[src/rtl/mitm_frame_controller.sv]
// mitm_frame_controller
// Per-frame sequencer for the EEPROM man-in-the-middle datapath. It follows
// each SPI frame (3-bit opcode, 9-bit address, 8-bit data) from synchronized
// bus events. It owns the active MITM mode and applies mode changes only
// between frames. It also tells the output muxes when to replace a sniffed bit
// with a bit of the programmed replacement byte.
//
// Handshake: there is no valid/ready pair. Every input event is a single-cycle
// qualifier: sclk_rise marks the one cycle in which mosi_bit is valid, and
// mode_next marks one button press. ss_active is a level. All outputs are
// registered and change only on sys_clk.
module mitm_frame_controller #(
    parameter int          NUM_MITM_MODES  = 3,
    parameter int          DATA_FRAME_SIZE = 20,
    parameter logic [2:0]  READ_OPCODE     = 3'b110,
    parameter logic [2:0]  WRITE_OPCODE    = 3'b101,
    parameter logic [7:0]  SUB_DATA        = 8'hff
) (
    input  logic                      sys_clk,
    input  logic                      rst_n,
    input  logic                      mode_next,
    input  logic                      ss_active,
    input  logic                      sclk_rise,
    input  logic                      mosi_bit,
    output logic [NUM_MITM_MODES-1:0] mode_sel,
    output logic                      comm_active,
    output logic                      miso_sub_en,
    output logic                      miso_sub_bit,
    output logic                      mosi_sub_en,
    output logic                      mosi_sub_bit,
    output logic [2:0]                frame_opcode,
    output logic [8:0]                frame_addr,
    output logic                      frame_done,
    output logic                      frame_abort,
    output logic [2:0]                dbg_state_o
);

    localparam int CNT_W = $clog2(DATA_FRAME_SIZE + 2);

    // Bit counts at which the header fields are complete and the frame is full.
    localparam logic [CNT_W-1:0] CNT_OPC  = CNT_W'(3);
    localparam logic [CNT_W-1:0] CNT_HDR  = CNT_W'(12);
    localparam logic [CNT_W-1:0] CNT_FULL = CNT_W'(DATA_FRAME_SIZE);
    localparam logic [CNT_W-1:0] CNT_SAT  = CNT_W'(DATA_FRAME_SIZE + 1);
    localparam logic [CNT_W-1:0] CNT_LAST = CNT_W'(DATA_FRAME_SIZE - 1);

    typedef enum logic [2:0] {
        ST_WAIT_IDLE = 3'd0,
        ST_IDLE      = 3'd1,
        ST_HEADER    = 3'd2,
        ST_DATA      = 3'd3,
        ST_TAIL      = 3'd4
    } state_e;

    state_e                    state_q, state_d;
    logic [CNT_W-1:0]          bit_cnt_q, bit_cnt_d;
    logic [7:0]                shift_q, shift_d;
    logic [2:0]                opcode_q, opcode_d;
    logic [8:0]                addr_q, addr_d;
    logic [NUM_MITM_MODES-1:0] mode_sel_q, mode_sel_d;
    logic                      pending_q, pending_d;
    logic                      comm_q, comm_d;
    logic                      miso_en_q, miso_en_d;
    logic                      miso_bit_q, miso_bit_d;
    logic                      mosi_en_q, mosi_en_d;
    logic                      mosi_bit_q, mosi_bit_d;
    logic                      done_q, done_d;
    logic                      abort_q, abort_d;

    // Helper terms shared by the header and data paths.
    logic [CNT_W-1:0]          cnt_inc;
    logic [8:0]                shift_in;
    logic [2:0]                sub_idx;
    logic                      sub_bit;
    logic                      read_match;
    logic                      write_match;
    logic [NUM_MITM_MODES-1:0] mode_rot;

    // Derive the next bit count, the shifted header, the replacement bit and the
    // mode-match terms.
    always_comb begin
        cnt_inc     = bit_cnt_q + CNT_W'(1);
        shift_in    = {shift_q, mosi_bit};
        // Replacement byte goes out MSB first: bit 12 carries SUB_DATA[7].
        sub_idx     = 3'(CNT_LAST - cnt_inc);
        sub_bit     = SUB_DATA[sub_idx];
        read_match  = mode_sel_q[1] && (opcode_q == READ_OPCODE);
        write_match = mode_sel_q[2] && (opcode_q == WRITE_OPCODE);
        mode_rot    = {mode_sel_q[NUM_MITM_MODES-2:0], mode_sel_q[NUM_MITM_MODES-1]};
    end

    // Frame FSM next state and registered outputs. The mode is handled here too.
    always_comb begin
        state_d    = state_q;
        bit_cnt_d  = bit_cnt_q;
        shift_d    = shift_q;
        opcode_d   = opcode_q;
        addr_d     = addr_q;
        mode_sel_d = mode_sel_q;
        pending_d  = pending_q;
        comm_d     = comm_q;
        miso_en_d  = miso_en_q;
        miso_bit_d = miso_bit_q;
        mosi_en_d  = mosi_en_q;
        mosi_bit_d = mosi_bit_q;
        done_d     = 1'b0;
        abort_d    = 1'b0;

        case (state_q)
            ST_WAIT_IDLE: begin
                // After a reset mid-frame, the rest of that frame is ignored.
                comm_d     = 1'b0;
                miso_en_d  = 1'b0;
                mosi_en_d  = 1'b0;
                miso_bit_d = 1'b0;
                mosi_bit_d = 1'b0;
                if (!ss_active) begin
                    state_d = ST_IDLE;
                end
            end

            ST_IDLE: begin
                if (ss_active) begin
                    state_d   = ST_HEADER;
                    comm_d    = 1'b1;
                    bit_cnt_d = '0;
                    shift_d   = '0;
                end
            end

            ST_HEADER, ST_DATA, ST_TAIL: begin
                if (!ss_active) begin
                    // The end of the frame takes priority over a coincident SCLK edge.
                    state_d    = ST_IDLE;
                    comm_d     = 1'b0;
                    miso_en_d  = 1'b0;
                    mosi_en_d  = 1'b0;
                    miso_bit_d = 1'b0;
                    mosi_bit_d = 1'b0;
                    done_d     = (bit_cnt_q == CNT_FULL);
                    abort_d    = (bit_cnt_q != CNT_FULL);
                end else if (sclk_rise) begin
                    if (state_q == ST_HEADER) begin
                        bit_cnt_d = cnt_inc;
                        shift_d   = shift_in[7:0];
                        if (cnt_inc == CNT_OPC) begin
                            opcode_d = shift_in[2:0];
                        end
                        if (cnt_inc == CNT_HDR) begin
                            // The opcode is already latched, so the first data
                            // bit can be qualified straight away.
                            addr_d     = shift_in;
                            state_d    = ST_DATA;
                            miso_en_d  = read_match;
                            mosi_en_d  = write_match;
                            miso_bit_d = read_match & sub_bit;
                            mosi_bit_d = write_match & sub_bit;
                        end
                    end else if (state_q == ST_DATA) begin
                        bit_cnt_d = cnt_inc;
                        if (cnt_inc == CNT_FULL) begin
                            state_d    = ST_TAIL;
                            miso_en_d  = 1'b0;
                            mosi_en_d  = 1'b0;
                            miso_bit_d = 1'b0;
                            mosi_bit_d = 1'b0;
                        end else begin
                            miso_bit_d = miso_en_q & sub_bit;
                            mosi_bit_d = mosi_en_q & sub_bit;
                        end
                    end else begin
                        // Overlong frames are counted up to one past full, then held.
                        if (bit_cnt_q != CNT_SAT) begin
                            bit_cnt_d = cnt_inc;
                        end
                    end
                end
            end

            default: begin
                state_d = ST_WAIT_IDLE;
            end
        endcase

        // A mode change is applied only while idle. A change that is already
        // pending goes first, even if a frame starts in the same cycle. Any
        // other press becomes pending until the next idle period.
        if (state_q == ST_IDLE) begin
            if (pending_q) begin
                mode_sel_d = mode_rot;
                pending_d  = 1'b0;
            end else if (mode_next) begin
                if (ss_active) begin
                    pending_d = 1'b1;
                end else begin
                    mode_sel_d = mode_rot;
                end
            end
        end else if (mode_next) begin
            pending_d = 1'b1;
        end
    end

    // State and output registers. Reset is asynchronous and active low.
    always_ff @(posedge sys_clk or negedge rst_n) begin
        if (!rst_n) begin
            state_q    <= ST_WAIT_IDLE;
            bit_cnt_q  <= '0;
            shift_q    <= '0;
            opcode_q   <= '0;
            addr_q     <= '0;
            mode_sel_q <= NUM_MITM_MODES'(1);
            pending_q  <= 1'b0;
            comm_q     <= 1'b0;
            miso_en_q  <= 1'b0;
            miso_bit_q <= 1'b0;
            mosi_en_q  <= 1'b0;
            mosi_bit_q <= 1'b0;
            done_q     <= 1'b0;
            abort_q    <= 1'b0;
        end else begin
            state_q    <= state_d;
            bit_cnt_q  <= bit_cnt_d;
            shift_q    <= shift_d;
            opcode_q   <= opcode_d;
            addr_q     <= addr_d;
            mode_sel_q <= mode_sel_d;
            pending_q  <= pending_d;
            comm_q     <= comm_d;
            miso_en_q  <= miso_en_d;
            miso_bit_q <= miso_bit_d;
            mosi_en_q  <= mosi_en_d;
            mosi_bit_q <= mosi_bit_d;
            done_q     <= done_d;
            abort_q    <= abort_d;
        end
    end

    assign mode_sel     = mode_sel_q;
    assign comm_active  = comm_q;
    assign miso_sub_en  = miso_en_q;
    assign miso_sub_bit = miso_bit_q;
    assign mosi_sub_en  = mosi_en_q;
    assign mosi_sub_bit = mosi_bit_q;
    assign frame_opcode = opcode_q;
    assign frame_addr   = addr_q;
    assign frame_done   = done_q;
    assign frame_abort  = abort_q;
    assign dbg_state_o  = state_q;

endmodule

[config.mk]
export PLATFORM = sky130hd
export DESIGN_NAME = mitm_frame_controller
export DESIGN_NICKNAME = d
export VERILOG_FILES = /design/src/rtl/mitm_frame_controller.sv
export SDC_FILE = /design/constraint.sdc
export NUM_CORES = 1
export LEC_CHECK = 0
export BUFFER_PORTS_ARGS = -buffer_cell sky130_fd_sc_hd__clkbuf_2
export CAP_MARGIN = 20
export CORE_ASPECT_RATIO = 1.2
export CORE_UTILIZATION = 51
export DETAILED_ROUTE_END_ITERATION = 7
export PLACE_DENSITY = 0.76
export SYNTH_ARGS = -nofsm -noshare
export SYNTH_HDL_FRONTEND = slang
export SYNTH_SLANG_ARGS = --single-unit
export TNS_END_PERCENT = 100
[constraint.sdc]
create_clock -name sys_clk -period 2 [get_ports sys_clk]
set_clock_uncertainty 0.1 [all_clocks]
set_input_delay 0.4 -clock sys_clk [delete_from_list [all_inputs] [get_ports sys_clk]]
set_output_delay 0.4 -clock sys_clk [all_outputs]
set_load 0.1 [all_outputs]
# Yosys cells after proc, flatten, opt, wreduce, memory -nomap -nowiden
# Memories as Yosys holds them, arrays and structs flattened.
# Cells that the tools add are included.
# W data, S select, Z words.
# classes
n_addsub	2
magnitude_cmp	1
n_eq_ne	24
n_mux	63
bitwise	4
n_reduce_logical	18
# ops
operator	count
$mux W1	34
$mux W3	11
$mux W8	4
$mux W5	6
$reduce_and A5 Y1	5
$ne A4 B4 Y1 const B	4
$pmux W8 S2	1
$ne A2 B2 Y1 const B	6
$eq A5 B5 Y1 const B	2
$ne A5 B5 Y1 const B	2
$pmux W5 S2	1
$eq A3 B3 Y1 const B	3
$pmux W3 S3	1
$pmux W1 S2	4
$reduce_bool A2 Y1	4
$eq A3 B2 Y1 const B	2
$reduce_and A3 Y1	2
$reduce_and A6 Y1	1
$add A5 B1 Y5 const B	1
$eq A5 B2 Y1 const B	1
$eq A5 B4 Y1 const B	1
$and A1 B1 Y1	4
$lt A3 B4 Y1 const B	1
$reduce_and A4 Y1	1
9 further kinds	10
# totals
register_bits	39
rom_bits	8
in_bits	6
output_inout_bits	25
wordCells	127
memories	1
# mem_list
memory	words	word_bits	rd	rd_ports_with_merged_regs	wr	line_no	rtl
(name not given)	8	1	1	0	0	86	sub_bit = SUB_DATA[sub_idx];

# Depth between registers and ports, before layout
# Gate-level depths: netlist of run 1.
# logic_depth
ltp_word	11
mapped_depth	7
ltp_nobuf	6

# Worst setup path before layout of run 1
# OpenSTA, ideal clock, no wires.
# synth_timing
path_kind	flip-flop to flip-flop
startpoint	reg state_q[0] (netlist: dbg_state_o[0])
endpoint	reg mosi_en_q (netlist: mosi_sub_en)
setup_ns	0.128
arrival_time_ns	2.232
t_required_ns	1.772
setup_slack_ns	-0.460
path_stages_with_launch	7
path_cell_list	dfrtp_1 -> buf_2 -> and4bb_1 -> o41ai_2 -> a31oi_1 -> a311o_1 -> mux2_1
# synth_via
elab_chain_len	5
# synth_rtl
item	line_no	rtl
start, declared	55	state_e state_q, state_d;
start signal, assigned	222	state_q <= state_d;
$eq A3 B2 Y1	109, 143	
$mux W1	143	if (state_q == ST_HEADER) begin
$mux W1	142	end else if (sclk_rise) begin
$mux W1	132	if (!ss_active) begin
$pmux W1 S2	109	case (state_q)
end signal, assigned	232	mosi_en_q <= mosi_en_d;
end, declared	65	logic mosi_en_q, mosi_en_d;
# Several ways; a longest one is shown, not always the timed one. The select of a mux whose other input is x is not followed.
# A chain may end at the register's enable or synchronous reset.

# Final worst setup path of run 1
# layout_timing
startpoint	reg bit_cnt_q[0]
endpoint	reg mosi_en_q (netlist: mosi_sub_en)
# layout_via
elab_chain_len	4
# layout_rtl
item	line_no	rtl
start, declared	56	logic [CNT_W-1:0] bit_cnt_q, bit_cnt_d;
start signal, assigned	223	bit_cnt_q <= bit_cnt_d;
$add A5 B1 Y5 *	82	cnt_inc = bit_cnt_q + CNT_W'(1);
$eq A5 B4 Y1 or $eq A5 B5 Y1 (tied branches)	149, 161	
$ne A4 B4 Y1 (no source line)	n/a	
$reduce_and A5 Y1 (no source line) *	n/a	
# Mark *: on every way between the ends. The rest lies on a longest branch, timed or not.

==> results.sh, run 1 <==
export IMPL_start_kind="register"
export IMPL_viasPerCell=5.61
export IMPL_drtIter0Drc=91
export IMPL_critPathSlowestCell="dfrtp_1"
export IMPL_hold_path_class="in -> reg"
export IMPL_busiest_layer="met2"
export IMPL_rsz0062_at_grt="yes"
export IMPL_crit_buf_inv=0
export IMPL_nets=272
export IMPL_crit_path_max_incr_delay_ns=0.42
export IMPL_fp_dieArea_mm2=0.00426
export IMPL_status="finished, violations left"
export IMPL_antenna_found_initial=0
export IMPL_gp_congestion=0.940
export IMPL_synth_cell_type_count=44
export IMPL_avgSynthCellArea_um2=9.91
export IMPL_hold_viol_final=0
export IMPL_setup_viol_count_final=1
export IMPL_hold_path_depth=3
export IMPL_max_freq_ghz=0.482
export IMPL_portBuffers=30
export IMPL_timing_final_ws_setup_ns=-0.0731
export IMPL_use_met3_pct=5.78
export IMPL_grt_pass1_wl_um=7490
export IMPL_dr_pass1_iters=6
export IMPL_cts_sinks=39
export IMPL_clock_latency_ns=0.30
export IMPL_grt_pass1_vias=1631
export IMPL_period_minus_slack_ns=2.07
export IMPL_p_leak_nw=1.26
export IMPL_r2r_cells=6
export IMPL_cts_max_level=2
export IMPL_violations="setup timing"
export IMPL_antennaDiodeCount=0
export IMPL_cp_required_ns=2.07
export IMPL_arrival_ns=2.14
export IMPL_rr_startpoint="bit_cnt_q[0]$_DFFE_PN0P_"
export IMPL_rrSetupSlack_ns=-0.07
export IMPL_ioPinCount=31
export IMPL_die_w_um=59.8
export IMPL_ys_seq_area_share_pct=47.9
export IMPL_cts_tree="yes"
export IMPL_hold_path_endpoint="pending_q$_DFFE_PN0P_"
export IMPL_max_slew_margin_pct=63.8
export IMPL_hold_slack_ns=0.267
export IMPL_syn_nets=217
export IMPL_power_density_mw_per_mm2=917
export IMPL_grt_overflow=0
export IMPL_worst_slew_pin_slew_ns=0.545
export IMPL_multiInputGateArea_mm2=0.00113
export IMPL_path_max_fanout=4
export IMPL_worstHoldStart="mode_next"
export IMPL_syn_inst=206
export IMPL_wl_um=4890
export IMPL_regArea_um2=987
export IMPL_layout_drive_gt1_share_pct=41.2
export IMPL_clockRootBuffer="clkbuf_8"
export IMPL_clk_pin_slew_worst_paths_ns=0.08
export IMPL_area_growth_pct=31.7
export IMPL_grt_max_degree=40
export IMPL_start_util_pct=54.8
export IMPL_clockBufferDepth=2
export IMPL_use_met2_pct=35.3
export IMPL_end_kind="register"
export IMPL_track_usage_pct=23.0
export IMPL_period_share_pct=104
export IMPL_final_max_slew_viol_count=0
export IMPL_vdd_drop_max_mv=0.645
export IMPL_r2r_end="mosi_sub_en$_DFFE_PN0P_"
export IMPL_yosys_register_bits=39
export IMPL_cts_inserted_buffers=5
export IMPL_pre_cts_ws_ns=-0.0484
export IMPL_cap_violations=0
export IMPL_ant_nets=0
export IMPL_vias=1760
export IMPL_coreArea_mm2=0.00372
export IMPL_critical_path_class="reg -> reg"
export IMPL_cp_top_family="compound AO/OA/AOI/OAI gates"
export IMPL_routedWlPerCell_um=15.6
export IMPL_path_cells="ha_2 > nand4b_4 > o41ai_4 > a31oi_1 > a311o_1 > mux2_4"
export IMPL_fin_setup_tns_ns=-0.0731
export IMPL_die_y_um=71.3
export IMPL_hpwl_um=3110
export IMPL_rows=24
export IMPL_ys_warn_count=0
export IMPL_fill_cells=294
export IMPL_syn_cell_area_mm2=0.00204
export IMPL_gr_usage_met1_pct=32.2
export IMPL_drc=0
-- power breakdown --
group / leakage (nW) / internal (mW) / switching, mW
Combinational: 0.684 / 0.313 / 0.499
Sequential: 0.518 / 0.876 / 0.125
Clock: 0.0581 / 0.371 / 0.282
-- synth_stat cells, drive strengths merged --
library cell	number	area share, %
nand2	33	6.1
nor2	15	2.9
mux2i	1	0.49
dfstp	1	1.3
and3	1	0.31
nand3b	4	1.5
inv	3	0.55
o221ai	1	0.74
and2	3	1.0
o21ai	24	6.1
nand4b	4	2.0
dfrtp	38	47
ha	5	3.1
nand3	9	2.2
a311o	1	0.49
a41oi	1	0.43
a31oi	3	0.92
or3b	1	0.43
o31ai	1	0.37
o2111ai	1	0.74
a21oi	8	2.0
nor2b	4	1.2
or4	1	0.37
a32o	2	0.98
nor3b	1	0.37
and4bb	1	0.61
or2	1	0.31
nand2b	6	1.8
mux2	17	9.4
and3b	1	0.43
o41ai	2	1.2
clkbuf	5	0.92
a31o	1	0.43
nor3	1	0.24
buf	4	1.1
and4b	1	0.49
-- layout by cell type (no fill, tap or decap), types with 5 or more instances in the layout --
| cell | instances |
|---|---|
| nor2_1 | 12 |
| nand3_1 | 9 |
| nand2_1 | 33 |
| dfrtp_1 | 34 |
| mux2_2 | 15 |
| clkbuf_8 | 5 |
| o21ai_0 | 19 |
| a21oi_1 | 6 |
| clkbuf_2 | 30 |
| buf_4 | 23 |
-- repair_timing --
action / in CTS / in global routing
endpoints found under the setup margin: 13 / 19
buffers inserted: 1 / 4
hold endpoints to repair: 38 / 0
pin swaps: 2 / 9
hold buffers: 1 / 0
resized for setup: 2 / 19
-- worst reg2reg max path, cell delays in order, from the launching register on --
cell and delay, ns:
dfrtp_1 0.42, ha_2 0.22, nand4b_4 0.21, o41ai_4 0.27
a31oi_1 0.10, a311o_1 0.32, mux2_4 0.31
-- stage by stage --
| stage | utilization [%] | area, um2 | instances | total power [mW] |
|---|---|---|---|---|
| after floorplan | - | 2070 | 206 | 1.46 |
| after global routing | 72.2 | 2690 | 314 | 2.59 |
| after CTS | 68.9 | 2560 | 310 | 2.35 |
| final | 72.2 | 2690 | 314 | 2.47 |
| after global placement | 64.8 | 2410 | 300 | 1.66 |
| after detailed placement | 64.8 | 2410 | 300 | 1.68 |
-- worst max-delay path by stage --
stage	startpoint	end	slack, ns	cells after the start
floorplan	dbg_state_o[0]$_DFFE_PN0P_	mosi_sub_en$_DFFE_PN0P_	-0.11	6
global placement	bit_cnt_q[0]$_DFFE_PN0P_	mosi_sub_en$_DFFE_PN0P_	0.003	6
detailed placement	bit_cnt_q[0]$_DFFE_PN0P_	mosi_sub_en$_DFFE_PN0P_	-0.05	6
CTS	bit_cnt_q[0]$_DFFE_PN0P_	mosi_sub_en$_DFFE_PN0P_	-0.05	6
global route	bit_cnt_q[0]$_DFFE_PN0P_	mosi_sub_en$_DFFE_PN0P_	-0.11	6
finish	bit_cnt_q[0]$_DFFE_PN0P_	mosi_sub_en$_DFFE_PN0P_	-0.07	6
-- cell type report --
class	count	share of cell area [%]
clock buffers	5	2.56
clock inverters	3	1.63
well taps	52	2.42
multi-input cells	155	42.0
inverters	3	0.419
flip-flops and latches	39	36.7
repair buffers	57	14.3
-- logic make-up (layout without fill, tap and decap cells) --
family,Yosys count,in the layout,share of synthesized area [%]
compound gates,45,45,14.3
flops,39,39,47.9
mux,18,18,9.87
buf+inv,12,68,2.57
fa+ha+maj,5,5,3.06
simple gates,87,87,22.3
-- metal layers --
layer,vias to the layer above,share of wire [%],wire [um]
li1,842,-,-
met1,849,42,2070
met2,60,51,2510
met3,9,5.0,244
met4,0,1.4,67
met5,-,0,0
-- registers in the layout (all words and copies together), names as in the netlist --
signal        count
frame_addr        9
pending_q         1
shift_q           8
miso_sub_en       1
dbg_state_o       3
frame_opcode      3
mode_sel          3
mosi_sub_bit      1
frame_done        1
frame_abort       1
miso_sub_bit      1
comm_active       1
mosi_sub_en       1
bit_cnt_q         5
Note: power is estimated with default switching activity, not from simulation.
==> run 2, diff against run 1 <==
--- a/config.mk
+++ b/config.mk
@@ -8,9 +8,10 @@
 export BUFFER_PORTS_ARGS = -buffer_cell sky130_fd_sc_hd__clkbuf_2
 export CAP_MARGIN = 20
 export CORE_ASPECT_RATIO = 1.2
-export CORE_UTILIZATION = 51
+export CORE_UTILIZATION = 50
 export DETAILED_ROUTE_END_ITERATION = 7
-export PLACE_DENSITY = 0.76
+export PLACE_DENSITY = 0.74
+export SETUP_SLACK_MARGIN = 0.02
 export SYNTH_ARGS = -nofsm -noshare
 export SYNTH_HDL_FRONTEND = slang
 export SYNTH_SLANG_ARGS = --single-unit
==> results.sh, run 2 (same netlist as run 1, synthesis figures left out) <==
export IMPL_cts_tree="yes"
export IMPL_max_freq_ghz=0.477
export IMPL_grt_pass1_vias=1598
export IMPL_coreArea_mm2=0.00391
export IMPL_setup_viol_count_final=2
export IMPL_antennaDiodeCount=0
export IMPL_ioPinCount=31
export IMPL_cts_sinks=39
export IMPL_p_seq_share_pct=40.2
export IMPL_worst_slew_pin_slew_ns=0.548
export IMPL_die_y_um=72.0
export IMPL_clk_pin_slew_worst_paths_ns=0.08
export IMPL_regArea_um2=990
export IMPL_area_growth_pct=33.5
export IMPL_gp_congestion=0.862
export IMPL_p_switching_uw=917
export IMPL_cap_violations=0
export IMPL_drtIter0Drc=40
export IMPL_hold_viol_final=0
export IMPL_worst_path_stages=6
export IMPL_vias=1764
export IMPL_dr_pass1_iters=4
export IMPL_violations="setup timing"
export IMPL_end_kind="register"
export IMPL_drc=0
export IMPL_final_max_slew_viol_count=0
export IMPL_fin_util_pct=69.7
export IMPL_cp_top_family="compound AO/OA/AOI/OAI gates"
export IMPL_track_usage_pct=23.6
export IMPL_nets=274
export IMPL_fp_dieArea_mm2=0.00434
export IMPL_cts_inserted_buffers=5
export IMPL_combPwrFrac_pct=32.0
export IMPL_die_w_um=60.3
export IMPL_antenna_found_initial=0
export IMPL_clockBufferDepth=2
export IMPL_portBuffers=30
export IMPL_p_int_mw=1.60
export IMPL_grt_pass1_wl_um=7530
export IMPL_crit_buf_inv=0
export IMPL_rows=25
export IMPL_rsz0062_at_grt="yes"
export IMPL_largest_reg_flops=9
export IMPL_cp_required_ns=2.09
export IMPL_routedWlPerCell_um=15.4
export IMPL_critPathSlowestCell="dfrtp_2"
export IMPL_grt_overflow=0
export IMPL_start_util_pct=52.2
export IMPL_path_max_fanout=4
export IMPL_layout_commonest_cell="nand2_1"
export IMPL_vdd_drop_max_mv=0.785
export IMPL_wl_um=4900
export IMPL_period_share_pct=105
export IMPL_max_slew_margin_pct=62.4
export IMPL_final_cell_mix="nand2_1 (33), dfrtp_1 (32), clkbuf_2 (30)"
export IMPL_hold_slack_ns=0.0375
export IMPL_r2r_cells=6
export IMPL_p_leak_nw=1.27
export IMPL_power_share_clock_pct=27.8
export IMPL_path_cells="ha_4 > nand4b_4 > o41ai_2 > a31oi_1 > a311o_1 > mux2_4"
export IMPL_ctsHoldBuffers=0
export IMPL_grt_max_degree=40
export IMPL_start_kind="register"
export IMPL_crit_path_max_incr_delay_ns=0.45
export IMPL_layout_drive_gt1_share_pct=42.8
export IMPL_swShare_pct=36.5
export IMPL_multiInputGateArea_mm2=0.00115
export IMPL_cts_max_level=2
export IMPL_hold_path_class="in -> async"
export IMPL_pre_cts_ws_ns=-0.0642
export IMPL_fill_cells=289
export IMPL_timing_final_ws_setup_ns=-0.0979
export IMPL_rrSetupSlack_ns=-0.1
export IMPL_period_minus_slack_ns=2.10
export IMPL_status="finished, violations left"
export IMPL_hpwl_um=3130
export IMPL_power_density_mw_per_mm2=923
export IMPL_critical_path_class="reg -> reg"
export IMPL_ant_nets=0
export IMPL_clockRootBuffer="clkbuf_8"
export IMPL_clock_latency_ns=0.30
export IMPL_arrival_ns=2.18
export IMPL_viasPerCell=5.55
## run 2: cell count changes in the layout (fill, tap and decap cells not counted), sizes merged
cell / before / now
buf: 26 / 29
clkbuf: 35 / 36
clkinv: 2 / 0
dlygate4sd3: 1 / 0
inv: 3 / 4
## run 2: repair_timing
item	in CTS	in global routing
gates resized for setup	5	21
endpoints found under the setup margin	14	20
setup buffers	2	6
pin swaps	2	10
## run 2: path summary, 6_finish.rpt
check,start,end
min reg2reg,shift_q[7]$_DFFE_PN0P_,shift_q[7]$_DFFE_PN0P_
min in group sys_clk,mosi_bit,shift_q[0]$_DFFE_PN0P_
min,rst_n,bit_cnt_q[4]$_DFFE_PN0P_
max,bit_cnt_q[1]$_DFFE_PN0P_,mosi_sub_en$_DFFE_PN0P_
max in group asynchronous,rst_n,dbg_state_o[1]$_DFFE_PN0P_
max reg2reg,bit_cnt_q[1]$_DFFE_PN0P_,mosi_sub_en$_DFFE_PN0P_
## run 2: routing by layer
layer | vias up | wire length [um] | track usage (%)
met1 | 857 | 2110 | 31.5
li1 | 844 | - | -
met4 | 0 | 153 | 10.9
met3 | 14 | 178 | 6.24
met2 | 49 | 2460 | 35.8
met5 | - | 0 | 0
## run 2: worst reg2reg max path, stage by stage (launching register included)
cell,delay [ns]
dfrtp_2,0.45
ha_4,0.18
nand4b_4,0.18
o41ai_2,0.28
a31oi_1,0.13
a311o_1,0.34
mux2_4,0.31
## run 2: layout make-up
cell class | count | area share (%)
Multi-Input combinational cell | 155 | 42.1
Sequential cell | 39 | 36.3
Timing Repair Buffer | 59 | 14.2
Clock buffer | 6 | 3.03
Tap cell | 54 | 2.48
Clock inverter | 2 | 1.42
Inverter | 3 | 0.413
## run 2: power by group through the flow
stage / Combinational (mW) / Clock [mW] / Sequential, mW
finish: 0.805 / 0.700 / 1.01
global route: 0.865 / 0.743 / 1.03
CTS: 0.700 / 0.712 / 0.991
detailed placement: 0.681 / 0 / 1.01
global placement: 0.670 / 0 / 0.999
floorplan: 0.349 / 0 / 1.11
## run 2: metrics by stage
step / setup TNS, ns / power (mW) / area, um2 / cells
floorplan: -0.112 / 1.46 / 2070 / 206
global placement: -0.00239 / 1.67 / 2410 / 303
detailed placement: -0.166 / 1.69 / 2410 / 303
CTS: -0.0357 / 2.40 / 2580 / 313
global route: -0.927 / 2.64 / 2730 / 318
finish: -0.140 / 2.52 / 2730 / 318
==> run 3, diff against run 2 <==
==> constraint.sdc (replaced) <==
create_clock -name sys_clk -period 2 [get_ports sys_clk]
set_clock_uncertainty 0.1 [all_clocks]
set_input_delay 0.1 -clock sys_clk [delete_from_list [all_inputs] [get_ports sys_clk]]
set_output_delay 0.1 -clock sys_clk [all_outputs]
set_load 0.1 [all_outputs]
==> results.sh, run 3 (same netlist as run 1, synthesis figures left out) <==
export IMPL_viasPerCell=5.48
export IMPL_cts_inserted_buffers=5
export IMPL_rows=25
export IMPL_die_y_um=72.0
export IMPL_critPathSlowestCell="dfrtp_2"
export IMPL_pre_cts_ws_ns=-0.0507
export IMPL_power_density_mw_per_mm2=931
export IMPL_grt_overflow=0
export IMPL_cts_sinks=39
export IMPL_hold_path_class="in -> reg"
export IMPL_clockRootBuffer="clkbuf_8"
export IMPL_clockBufferDepth=2
export IMPL_die_w_um=60.3
export IMPL_routedWlPerCell_um=15.3
export IMPL_rsz0062_at_grt="yes"
export IMPL_rr_startpoint="bit_cnt_q[0]$_DFFE_PN0P_"
export IMPL_grt_max_degree=19
export IMPL_end_kind="register"
export IMPL_cap_violations=0
export IMPL_cts_tree="yes"
export IMPL_fp_dieArea_mm2=0.00434
export IMPL_drc=0
export IMPL_max_freq_ghz=0.492
export IMPL_wl_um=4830
export IMPL_portBuffers=30
export IMPL_timing_final_ws_setup_ns=-0.0312
export IMPL_final_max_slew_viol_count=0
export IMPL_cts_max_level=2
export IMPL_ant_nets=0
export IMPL_antennaDiodeCount=0
export IMPL_crit_start="bit_cnt_q[0]$_DFFE_PN0P_"
export IMPL_grt_pass1_vias=1676
export IMPL_fin_setup_tns_ns=-0.0312
export IMPL_coreArea_mm2=0.00391
export IMPL_vdd_drop_max_mv=0.732
export IMPL_critical_path_class="reg -> reg"
export IMPL_gp_congestion=0.865
export IMPL_placed_cell_area_mm2=0.00241
export IMPL_dr_pass1_iters=4
export IMPL_r2r_end="mosi_sub_en$_DFFE_PN0P_"
export IMPL_design_area_mm2=0.00271
export IMPL_area_growth_pct=32.6
export IMPL_period_minus_slack_ns=2.03
export IMPL_clock_latency_ns=0.30
export IMPL_hpwl_um=3240
export IMPL_start_util_pct=52.2
export IMPL_p_leak_nw=1.25
export IMPL_rrSetupSlack_ns=-0.03
export IMPL_largest_reg_flops=9
export IMPL_vias=1731
export IMPL_layout_drive_gt1_share_pct=41.2
export IMPL_hold_path_depth=3
export IMPL_start_kind="register"
export IMPL_period_share_pct=102
export IMPL_clk_pin_slew_worst_paths_ns=0.08
export IMPL_max_slew_margin_pct=63.1
export IMPL_crit_path_max_incr_delay_ns=0.46
export IMPL_track_usage_pct=25.0
export IMPL_cp_required_ns=2.08
export IMPL_final_cell_mix="nand2_1 (33), dfrtp_1 (33), clkbuf_2 (30)"
export IMPL_antenna_found_initial=0
export IMPL_worst_slew_pin_slew_ns=0.555
export IMPL_r2r_cells=6
export IMPL_hold_slack_ns=0.0556
export IMPL_crit_end="mosi_sub_en$_DFFE_PN0P_"
export IMPL_setup_viol_count_final=1
export IMPL_nets=272
export IMPL_path_max_fanout=4
export IMPL_violations="setup timing"
export IMPL_path_cells="ha_4 > nand2b_4 > o21ai_4 > o2111ai_2 > a311o_1 > mux2_1"
export IMPL_grt_pass1_wl_um=7940
export IMPL_drtIter0Drc=75
export IMPL_ioPinCount=31
export IMPL_hold_viol_final=0
export IMPL_fin_util_pct=69.2
export IMPL_arrival_ns=2.12
export IMPL_status="finished, violations left"
[run 3: cell types whose count changed in the layout (fill, tap and decap cells not counted), sizes merged]
cell         delta
dlygate4sd3     +3
buf             -5
clkinv          +1
clkbuf          -1
[run 3: worst min-delay path by stage]
stage	start	to	slack, ns
2_1_floorplan	rst_n	bit_cnt_q[0]$_DFFE_PN0P_	-0.30
3_3_place_gp	rst_n	bit_cnt_q[4]$_DFFE_PN0P_	-0.10
3_5_place_dp	rst_n	bit_cnt_q[4]$_DFFE_PN0P_	-0.11
4_1_cts	ss_active	pending_q$_DFFE_PN0P_	0.05
5_1_grt	ss_active	pending_q$_DFFE_PN0P_	0.10
6_report	ss_active	pending_q$_DFFE_PN0P_	0.06
[run 3: report_power, final]
group	total [mW]	leakage (nW)	internal (mW)	switching, mW
clock	0.689	0.0587	0.378	0.311
sequential	1.00	0.516	0.878	0.126
combinational	0.827	0.670	0.322	0.505
[run 3: metal layers]
metal	global-route usage, %	part of all wire (%)
met1	33.7	43
met2	38.2	51
met3	5.88	3.9
met4	10.3	2.0
met5	0	0
[run 3: layout make-up]
class,count,area (um2)
Clock buffer,5,68.8
Sequential cell,39,988
Inverter,3,11.3
Timing Repair Buffer,57,377
Tap cell,54,67.6
Fill cell,292,1200
Clock inverter,3,47.5
Multi-Input combinational cell,155,1150
[run 3: timing repair]
item	in CTS	in global routing
gates resized for setup	8	19
endpoints found under the setup margin	13	18
pin swaps	2	8
hold endpoints to repair	42	0
buffers inserted	1	2
hold buffers	3	0
[run 3: worst max-delay path: cells and delay by family, from the launching register on]
family	cells	cell delay, ns
fa+ha+maj	1	0.19
compound gates	3	0.70
flops	1	0.46
simple gates	1	0.14
mux	1	0.32
[run 3: stage by stage]
step | total power, mW | instances
global placement | 1.68 | 302
floorplan | 1.46 | 206
finish | 2.52 | 316
global route | 2.65 | 316
CTS | 2.43 | 314
detailed placement | 1.69 | 302
